## src/rtl/alu4_arbiter.sv

```systemverilog
// Two-requester round-robin front end for a shared 4-bit ALU.
// Runs one operation at a time: accept, execute into registers, then hold the response
// until it is taken. Keeps a wrapping completion counter for each requester.
module alu4_arbiter #(
  parameter int unsigned PRIO_INIT = 0,
  parameter int unsigned CNT_W     = 8
) (
  input  logic             clk,
  input  logic             rst_n,
  input  logic             req0_valid,
  output logic             req0_ready,
  input  logic [2:0]       req0_op,
  input  logic [3:0]       req0_a,
  input  logic [3:0]       req0_b,
  input  logic             req1_valid,
  output logic             req1_ready,
  input  logic [2:0]       req1_op,
  input  logic [3:0]       req1_a,
  input  logic [3:0]       req1_b,
  output logic             resp_valid,
  input  logic             resp_ready,
  output logic             resp_id,
  output logic [3:0]       resp_result,
  output logic             resp_carry,
  output logic             resp_overflow,
  output logic             resp_zero,
  output logic [CNT_W-1:0] done_cnt0,
  output logic [CNT_W-1:0] done_cnt1
);

  typedef enum logic [1:0] {StIdle, StExec, StResp} state_e;

  // last_served starts on the other requester so PRIO_INIT wins the first contended grant.
  localparam logic LastInit = (PRIO_INIT == 0) ? 1'b1 : 1'b0;

  state_e           state_q, state_d;
  logic             last_q;
  logic [2:0]       op_q;
  logic [3:0]       a_q, b_q;
  logic             id_q;
  logic [3:0]       result_q;
  logic             carry_q, ovf_q, zero_q;
  logic [CNT_W-1:0] cnt0_q, cnt1_q;

  logic             gnt0, gnt1, accept, accept_id;
  logic [3:0]       alu_res;
  logic             alu_c, alu_v, alu_z;

  // Round-robin grant; ready is combinational from the valids and is forced low in reset.
  always_comb begin
    gnt0       = req0_valid && (!req1_valid || last_q);
    gnt1       = req1_valid && (!req0_valid || !last_q);
    req0_ready = rst_n && (state_q == StIdle) && gnt0;
    req1_ready = rst_n && (state_q == StIdle) && gnt1;
    accept     = (req0_valid && req0_ready) || (req1_valid && req1_ready);
    accept_id  = req1_ready;
  end

  // Next-state logic: IDLE -> EXEC on accept, EXEC -> RESP, RESP -> IDLE on handshake.
  always_comb begin
    state_d = state_q;
    unique case (state_q)
      StIdle:  if (accept) state_d = StExec;
      StExec:  state_d = StResp;
      StResp:  if (resp_ready) state_d = StIdle;
      default: state_d = StIdle;
    endcase
  end

  // ALU on the captured operands; subtract-type ops use the two's complement of b.
  always_comb begin
    logic       use_neg;
    logic [3:0] bp;
    logic [4:0] sum;
    use_neg = (op_q == 3'b001) || (op_q[2:1] == 2'b11);
    bp      = use_neg ? (~b_q + 4'd1) : b_q;
    sum     = {1'b0, a_q} + {1'b0, bp};
    alu_v   = (a_q[3] == bp[3]) && (a_q[3] != sum[3]);
    alu_z   = (sum[3:0] == 4'd0);
    alu_c   = sum[4];
    alu_res = sum[3:0];
    unique case (op_q)
      3'b000, 3'b001: alu_res = sum[3:0];
      3'b010: begin alu_res = a_q ^ 4'hF; alu_c = 1'b0; alu_v = 1'b0; end
      3'b011: begin alu_res = a_q & bp;   alu_c = 1'b0; alu_v = 1'b0; end
      3'b100: begin alu_res = a_q | bp;   alu_c = 1'b0; alu_v = 1'b0; end
      3'b101: begin alu_res = a_q ^ bp;   alu_c = 1'b0; alu_v = 1'b0; end
      3'b110: alu_res = {3'b000, sum[3] ^ alu_v};
      3'b111: alu_res = {3'b000, alu_z};
      default: alu_res = sum[3:0];
    endcase
  end

  // State, operand capture, registered result and completion counters.
  always_ff @(posedge clk) begin
    if (!rst_n) begin
      state_q  <= StIdle;
      last_q   <= LastInit;
      op_q     <= 3'd0;
      a_q      <= 4'd0;
      b_q      <= 4'd0;
      id_q     <= 1'b0;
      result_q <= 4'd0;
      carry_q  <= 1'b0;
      ovf_q    <= 1'b0;
      zero_q   <= 1'b0;
      cnt0_q   <= '0;
      cnt1_q   <= '0;
    end else begin
      state_q <= state_d;
      if (accept) begin
        op_q   <= accept_id ? req1_op : req0_op;
        a_q    <= accept_id ? req1_a : req0_a;
        b_q    <= accept_id ? req1_b : req0_b;
        id_q   <= accept_id;
        last_q <= accept_id;
      end
      if (state_q == StExec) begin
        result_q <= alu_res;
        carry_q  <= alu_c;
        ovf_q    <= alu_v;
        zero_q   <= alu_z;
      end
      if ((state_q == StResp) && resp_ready) begin
        if (id_q) cnt1_q <= cnt1_q + 1'b1;
        else      cnt0_q <= cnt0_q + 1'b1;
      end
    end
  end

  assign resp_valid    = (state_q == StResp);
  assign resp_id       = id_q;
  assign resp_result   = result_q;
  assign resp_carry    = carry_q;
  assign resp_overflow = ovf_q;
  assign resp_zero     = zero_q;
  assign done_cnt0     = cnt0_q;
  assign done_cnt1     = cnt1_q;

endmodule
```

## config.mk

```make
export PLATFORM = sky130hd
export DESIGN_NAME = alu4_arbiter
export DESIGN_NICKNAME = d
export VERILOG_FILES = /design/src/rtl/alu4_arbiter.sv
export SDC_FILE = /design/constraint.sdc
export NUM_CORES = 1
export LEC_CHECK = 0
export CAP_MARGIN = 25
export CORE_AREA = 3 3 71 73
export CTS_CLUSTER_SIZE = 30
export DETAILED_ROUTE_END_ITERATION = 10
export DIE_AREA = 0 0 74 76
export PLACE_DENSITY = 0.83
export SLEW_MARGIN = 0
export SYNTH_ARGS = -nofsm -noshare
export SYNTH_HDL_FRONTEND = slang
export SYNTH_SLANG_ARGS = --single-unit
```

## constraint.sdc

```tcl
create_clock -name clk -period 3.34 [get_ports clk]
set_input_delay 0.668 -clock clk [delete_from_list [all_inputs] [get_ports clk]]
set_output_delay 0.668 -clock clk [all_outputs]
set_load 0.05 [all_outputs]
```

# --- Word-level counts from Yosys, hierarchy flattened ---
# Cells that the tools add are included.
word_totals:
  latchBits: 0
  romBits: 0
  register_bits: 38
  memories: 0
  elab_cells: 71
  ram_bits: 0
  input_bits: 27
  output_inout_bits: 27
classes:
  addsub: 4
  div: 0
  muxes: 10
  eq_ne: 14
  n_shift: 0
  bitwise_logic: 7
  order_cmp: 0
  n_mul: 0
  reduce_logical: 24
op_table:
  columns: ["operator", "n"]
  rows:
  - ["$pmux 4 s7", 1]
  - ["$add 8x1->8 const B", 2]
  - ["$eq 3x3->1 const B", 4]
  - ["$mux 4", 3]
  - ["$logic_and 1x1->1", 9]
  - ["$not 4->4", 2]
  - ["$eq 3x2->1 const B", 2]
  - ["$pmux 2 s3", 1]
  - ["$reduce_and 2->1", 3]
  - ["$add 4x4->5", 1]
  - ["$add 4x1->4 const B", 1]
  - ["$and 4x4->4", 1]
  - ["$eq 2x2->1 const B", 2]
  - ["$logic_not 4->1", 1]
  - ["$logic_or 1x1->1", 4]
  - ["$mux 2", 2]
  - ["$or 4x4->4", 1]
  - ["$reduce_or 4->1", 1]
  - ["$xor 4x4->4", 1]
  - ["$eq 3x1->1 const B", 1]
  - ["$logic_not 1->1", 3]
  - ["$logic_not 3->1", 1]
  - ["$mux 3", 1]
  - ["$eq 2x1->1 const B", 1]
  - ["other kinds (9)", 10]

# --- Longest topological paths before layout ---
logic_depth:
  ltp_word: 8
  depth_mapped: 10
  depth_no_buf: 9

# --- Least setup slack after synthesis ---
# OpenSTA, ideal clock, no wires.
synth_path:
  path_kind: "flip-flop to flip-flop"
  startpoint: "register op_q[1]"
  endpoint: "register result_q[3], in the netlist resp_result[3]"
  arrival_ps: 2278
  path_buffers: 1
  synth_period_minus_slack_ps: 2352
  stages_incl_launch_ff: 10
  required_ps: 3266
  setup_slack_ps: 988
  setup_time_ps: 74
  path_cell_list: "dfxtp_1 > buf_2 > and2_1 > a21oi_1 > mux2_2 > ha_1 > a21oi_2 > a21oi_1 > or4_1 > a31oi_1"
synth_between:
  elab_chain_cells: 5
  word_cells_on_any_way: 17
  classes_between: "1 x add/sub; 8 x eq/ne; 2 x mux; 3 x bitwise; 3 x reduce/logical"
synth_lines:
  columns: ["item", "line", "source"]
  rows:
  - ["start, declared", "38", "logic [2:0] op_q;"]
  - ["start signal, assigned", "112", "op_q <= accept_id ? req1_op : req0_op;"]
  - ["$eq 3x1->1 or $eq 2x2->1 (tied branches)", "75, 82", null]
  - ["$logic_or 1x1->1", "75", "use_neg = (op_q == 3'b001) || (op_q[2:1] == 2'b11);"]
  - ["$mux 4", "76", "bp = use_neg ? (~b_q + 4'd1) : b_q;"]
  - ["$add 4x4->5 (tied with other cells)", "77", "sum = {1'b0, a_q} + {1'b0, bp};"]
  - ["$pmux 4 s7 (*)", "82", "unique case (op_q)"]
  - ["end signal, assigned", "119", "result_q <= alu_res;"]
  - ["end, declared", "41", "logic [3:0] result_q;"]
# Every way passes the cells marked *; elsewhere a longest branch is shown, timed or not.
# A chain may end at the register's enable or synchronous reset.

# --- Final worst setup path ---
layout_path:
  startpoint: "register op_q[1]"
  endpoint: "register result_q[0], in the netlist resp_result[0]"
layout_between:
  elab_chain_cells: 8
  word_cells_on_any_way: 22
  classes_between: "1 x add/sub; 10 x eq/ne; 2 x mux; 4 x bitwise; 5 x reduce/logical"
layout_lines:
  columns: ["item", "line", "source"]
  rows:
  - ["$eq 3x1->1 or $eq 2x2->1 (tied branches)", "75, 82", null]
  - ["$logic_or 1x1->1", "75", null]
  - ["$mux 4", "76", null]
  - ["$add 4x4->5", "77", null]
  - ["$ne 1x1->1", "78", "alu_v = (a_q[3] == bp[3]) && (a_q[3] != sum[3]);"]
  - ["$logic_and 1x1->1", "78", null]
  - ["$xor 1x1->1", "88", "3'b110: alu_res = {3'b000, sum[3] ^ alu_v};"]
  - ["$pmux 4 s7 (*)", "82", null]
# Marks and branches as above.

==> impl_metrics.env <==
export IMPL_die_w_um=74
export IMPL_cp_buffers_inverters=0
export IMPL_drv_slew=0
export IMPL_slew_headroom_pct=65.0
export IMPL_viasPerCell=5.54
export IMPL_placedCellCount=344
export IMPL_power_switching_w=0.000368
export IMPL_synth_yosys_seq_area_share_pct=35.4
export IMPL_ctsResizeCount=0
export IMPL_cp_required_ns=3.57
export IMPL_port_buffers=53
export IMPL_intPower_w=0.000857
export IMPL_report_final_hold_viol_count=0
export IMPL_grt_pass1_vias=1808
export IMPL_nets=338
export IMPL_track_usage_pct=18.4
export IMPL_synth_area_top_cells="dfxtp_1 (35%), ha_1 (6.4%), mux2i_1 (5.6%)"
export IMPL_syn_area_per_cell_um2=8.71
export IMPL_ys_flop_type="dfxtp_1"
export IMPL_instances_no_fill=351
export IMPL_cts_tree="yes"
export IMPL_clkLatencyLatePin_ns=0.30
export IMPL_post_cts_setup_buffers=0
export IMPL_drive_gt1_share_pct=7.69
export IMPL_coreArea_um2=4410
export IMPL_rsz0062_at_grt="no"
export IMPL_path_common_cell="a21oi_1"
export IMPL_fillers=377
export IMPL_path_cells="nor2_1, a21oi_1, mux2_2, fa_1, xnor2_1, and4_1, o21ai_0, a21oi_1"
export IMPL_period_share_pct=80.7
export IMPL_drtIter0Drc=122
export IMPL_vias=1944
export IMPL_ys_ff_latch=38
export IMPL_hp_class="reg -> reg"
export IMPL_fin_skew_ns=0.00510
export IMPL_switching_share_pct=30.1
export IMPL_postSynthCellCount=247
export IMPL_yosysTopAreaCellShare_pct=35.4
export IMPL_die_area_um2=5620
export IMPL_syn_cell_area_um2=2150
export IMPL_wl_per_cell_um=14.5
export IMPL_row_count=24
export IMPL_worstMarginPinSlew_ns=0.524
export IMPL_antenna_found_initial=0
export IMPL_drt_wl_total_um=5090
export IMPL_cts_inserted_buffers=5
export IMPL_async_flop_share_pct=0
export IMPL_yosysTopAreaCell="dfxtp_1"
export IMPL_critPathKind="reg -> reg"
export IMPL_comb_power_share_pct=25.0
export IMPL_crit_family="compound AO/OA/AOI/OAI gates"
export IMPL_final_setup_viol_count=0
export IMPL_grt_pass1_wl_um=8290
export IMPL_yosysUniqueCellTypes=46
export IMPL_crit_path_end_kind="flip-flop"
export IMPL_root_buffer="clkbuf_8"
export IMPL_seqPwrFrac_pct=42.0
export IMPL_p_leak_nw=1.14
export IMPL_ant_nets=0
export IMPL_drc=0
export IMPL_yosys_warnings=0
export IMPL_die_h_um=76
export IMPL_status="finished clean"
export IMPL_tns_ns=0
export IMPL_max_cap_viol_count=0
export IMPL_clock_sinks=38
export IMPL_holdWs_ns=0.470
export IMPL_dpl_hpwl_um=3710
export IMPL_fmax_mhz=371
export IMPL_syn_nets=286
export IMPL_arrival_ns=2.93
export IMPL_cts_hold_fix_buffers=0
export IMPL_fin_util_pct=64.4
export IMPL_area_growth_pct=32.1
export IMPL_synth_edf_count=0
export IMPL_clkPwrFrac_pct=33.0
export IMPL_clockBufferDepth=2
export IMPL_crit_path_start_kind="flip-flop"
export IMPL_max_stage_delay_ns=0.53
export IMPL_p_per_area_nw_per_um2=431
export IMPL_num_io_pins=54
export IMPL_vdd_drop_max_uv=281
export IMPL_place_congestion=0.939
export IMPL_initial_core_util_pct=48.7
export IMPL_crit_fanout=12
export IMPL_drt_first_pass_iters=4
export IMPL_htree_num_levels=2
export IMPL_grt_ovfl_total=0
export IMPL_cpMaxStageDelayCell="dfxtp_1"
export IMPL_clk_pin_slew_worst_paths_ns=0.07
export IMPL_n_antenna_cell=0
export IMPL_grt_max_degree=32
export IMPL_period_needed_ns=2.70
## path summary, 6_finish.rpt
kind                            startpoint              to  slack (ns)  depth (start not counted)
worst max-delay path               op_q[1]  resp_result[0]        0.64                          8
worst min-delay path             resp_zero       resp_zero        0.47                          2
worst max register to register     op_q[1]  resp_result[0]        0.64                          8
worst min register to register   resp_zero       resp_zero        0.47                          2
## layout by cell type, fill, tap and decap left out, types with 6 or more instances in the layout
master	n
clkdlybuf4s50_1	51
dfxtp_1	38
nor2_1	31
inv_1	19
a21oi_1	14
nand2_1	13
mux2i_1	12
xor2_1	11
a211oi_1	11
ha_1	11
o21ai_0	9
xnor2_1	7
nand4_1	7
clkbuf_8	6
## power by group through the flow
stage	logic [W]	registers, W	clock network, W
6_report	0.000307	0.000514	0.000404
4_1_cts	0.000306	0.000514	0.000405
2_1_floorplan	0.000182	0.000546	0
3_3_place_gp	0.000300	0.000523	0
3_5_place_dp	0.000303	0.000524	0
5_1_grt	0.000332	0.000519	0.000423
## metal layers
metal  vias up  global-route usage (%)  share of wire (%)
met2        59                    29.5                 47
met4         0                    6.52                2.0
met3        10                    4.62                5.4
met5         -                       0                  0
met1       900                    23.7                 45
li1        975                       -                  -
## cell families after synthesis
family,count (synthesis),share of synthesized area [%]
buf+inv,31,6.46
xor+xnor,18,7.33
mux,13,6.11
flops,38,35.4
simple gates,85,22.0
compound gates,50,15.4
fa+ha+maj,12,7.33
## registers in the layout (all words and copies together) (netlist names)
signal,count
resp_result,4
last_q,1
done_cnt1,8
done_cnt0,8
resp_zero,1
resp_overflow,1
resp_id,1
a_q,4
b_q,4
resp_carry,1
op_q,3
state_q,2
## cell type report
cell class,instances,area (um^2),share of cell area [%]
sequential,38,761,26.8
inverter,19,71.3,2.51
clock buffer,6,82.6,2.91
clock inverter,1,30.0,1.06
tap,52,65.1,2.29
timing repair buffer,57,581,20.4
multi-input combinational,178,1250,44.0
## stage by stage
| stage | total power (W) | instance area (um^2) | worst slack, ns |
|---|---|---|---|
| after global placement | 0.000823 | 2730 | 0.771 |
| after detailed placement | 0.000827 | 2730 | 0.712 |
| after global routing | 0.00127 | 2840 | 0.448 |
| final | 0.00123 | 2840 | 0.643 |
| after CTS | 0.00122 | 2840 | 0.696 |
| after floorplan | 0.000728 | 2150 | 0.988 |
## cells in the mapped netlist, types with 2 or more instances
cell / count
dfxtp_1: 38
nor2_1: 31
inv_1: 19
a21oi_1: 14
nand2_1: 13
mux2i_1: 12
a211oi_1: 11
ha_1: 11
xor2_1: 11
o21ai_0: 9
nand4_1: 7
xnor2_1: 7
clkbuf_1: 5
nand2b_1: 5
o221ai_1: 5
nand3_1: 4
nor3_1: 4
and3_1: 3
and4b_1: 3
buf_2: 3
buf_4: 3
and2_1: 2
nand3_2: 2
nor2b_1: 2
o22ai_1: 2
## worst register-to-register path, cell delays in order, from the launching register on
cell and delay, ns:
dfxtp_1 0.53, nor2_1 0.13, a21oi_1 0.32, mux2_2 0.42
fa_1 0.44, xnor2_1 0.32, and4_1 0.25, o21ai_0 0.09
a21oi_1 0.14
Note: power is estimated with default switching activity, not from simulation.
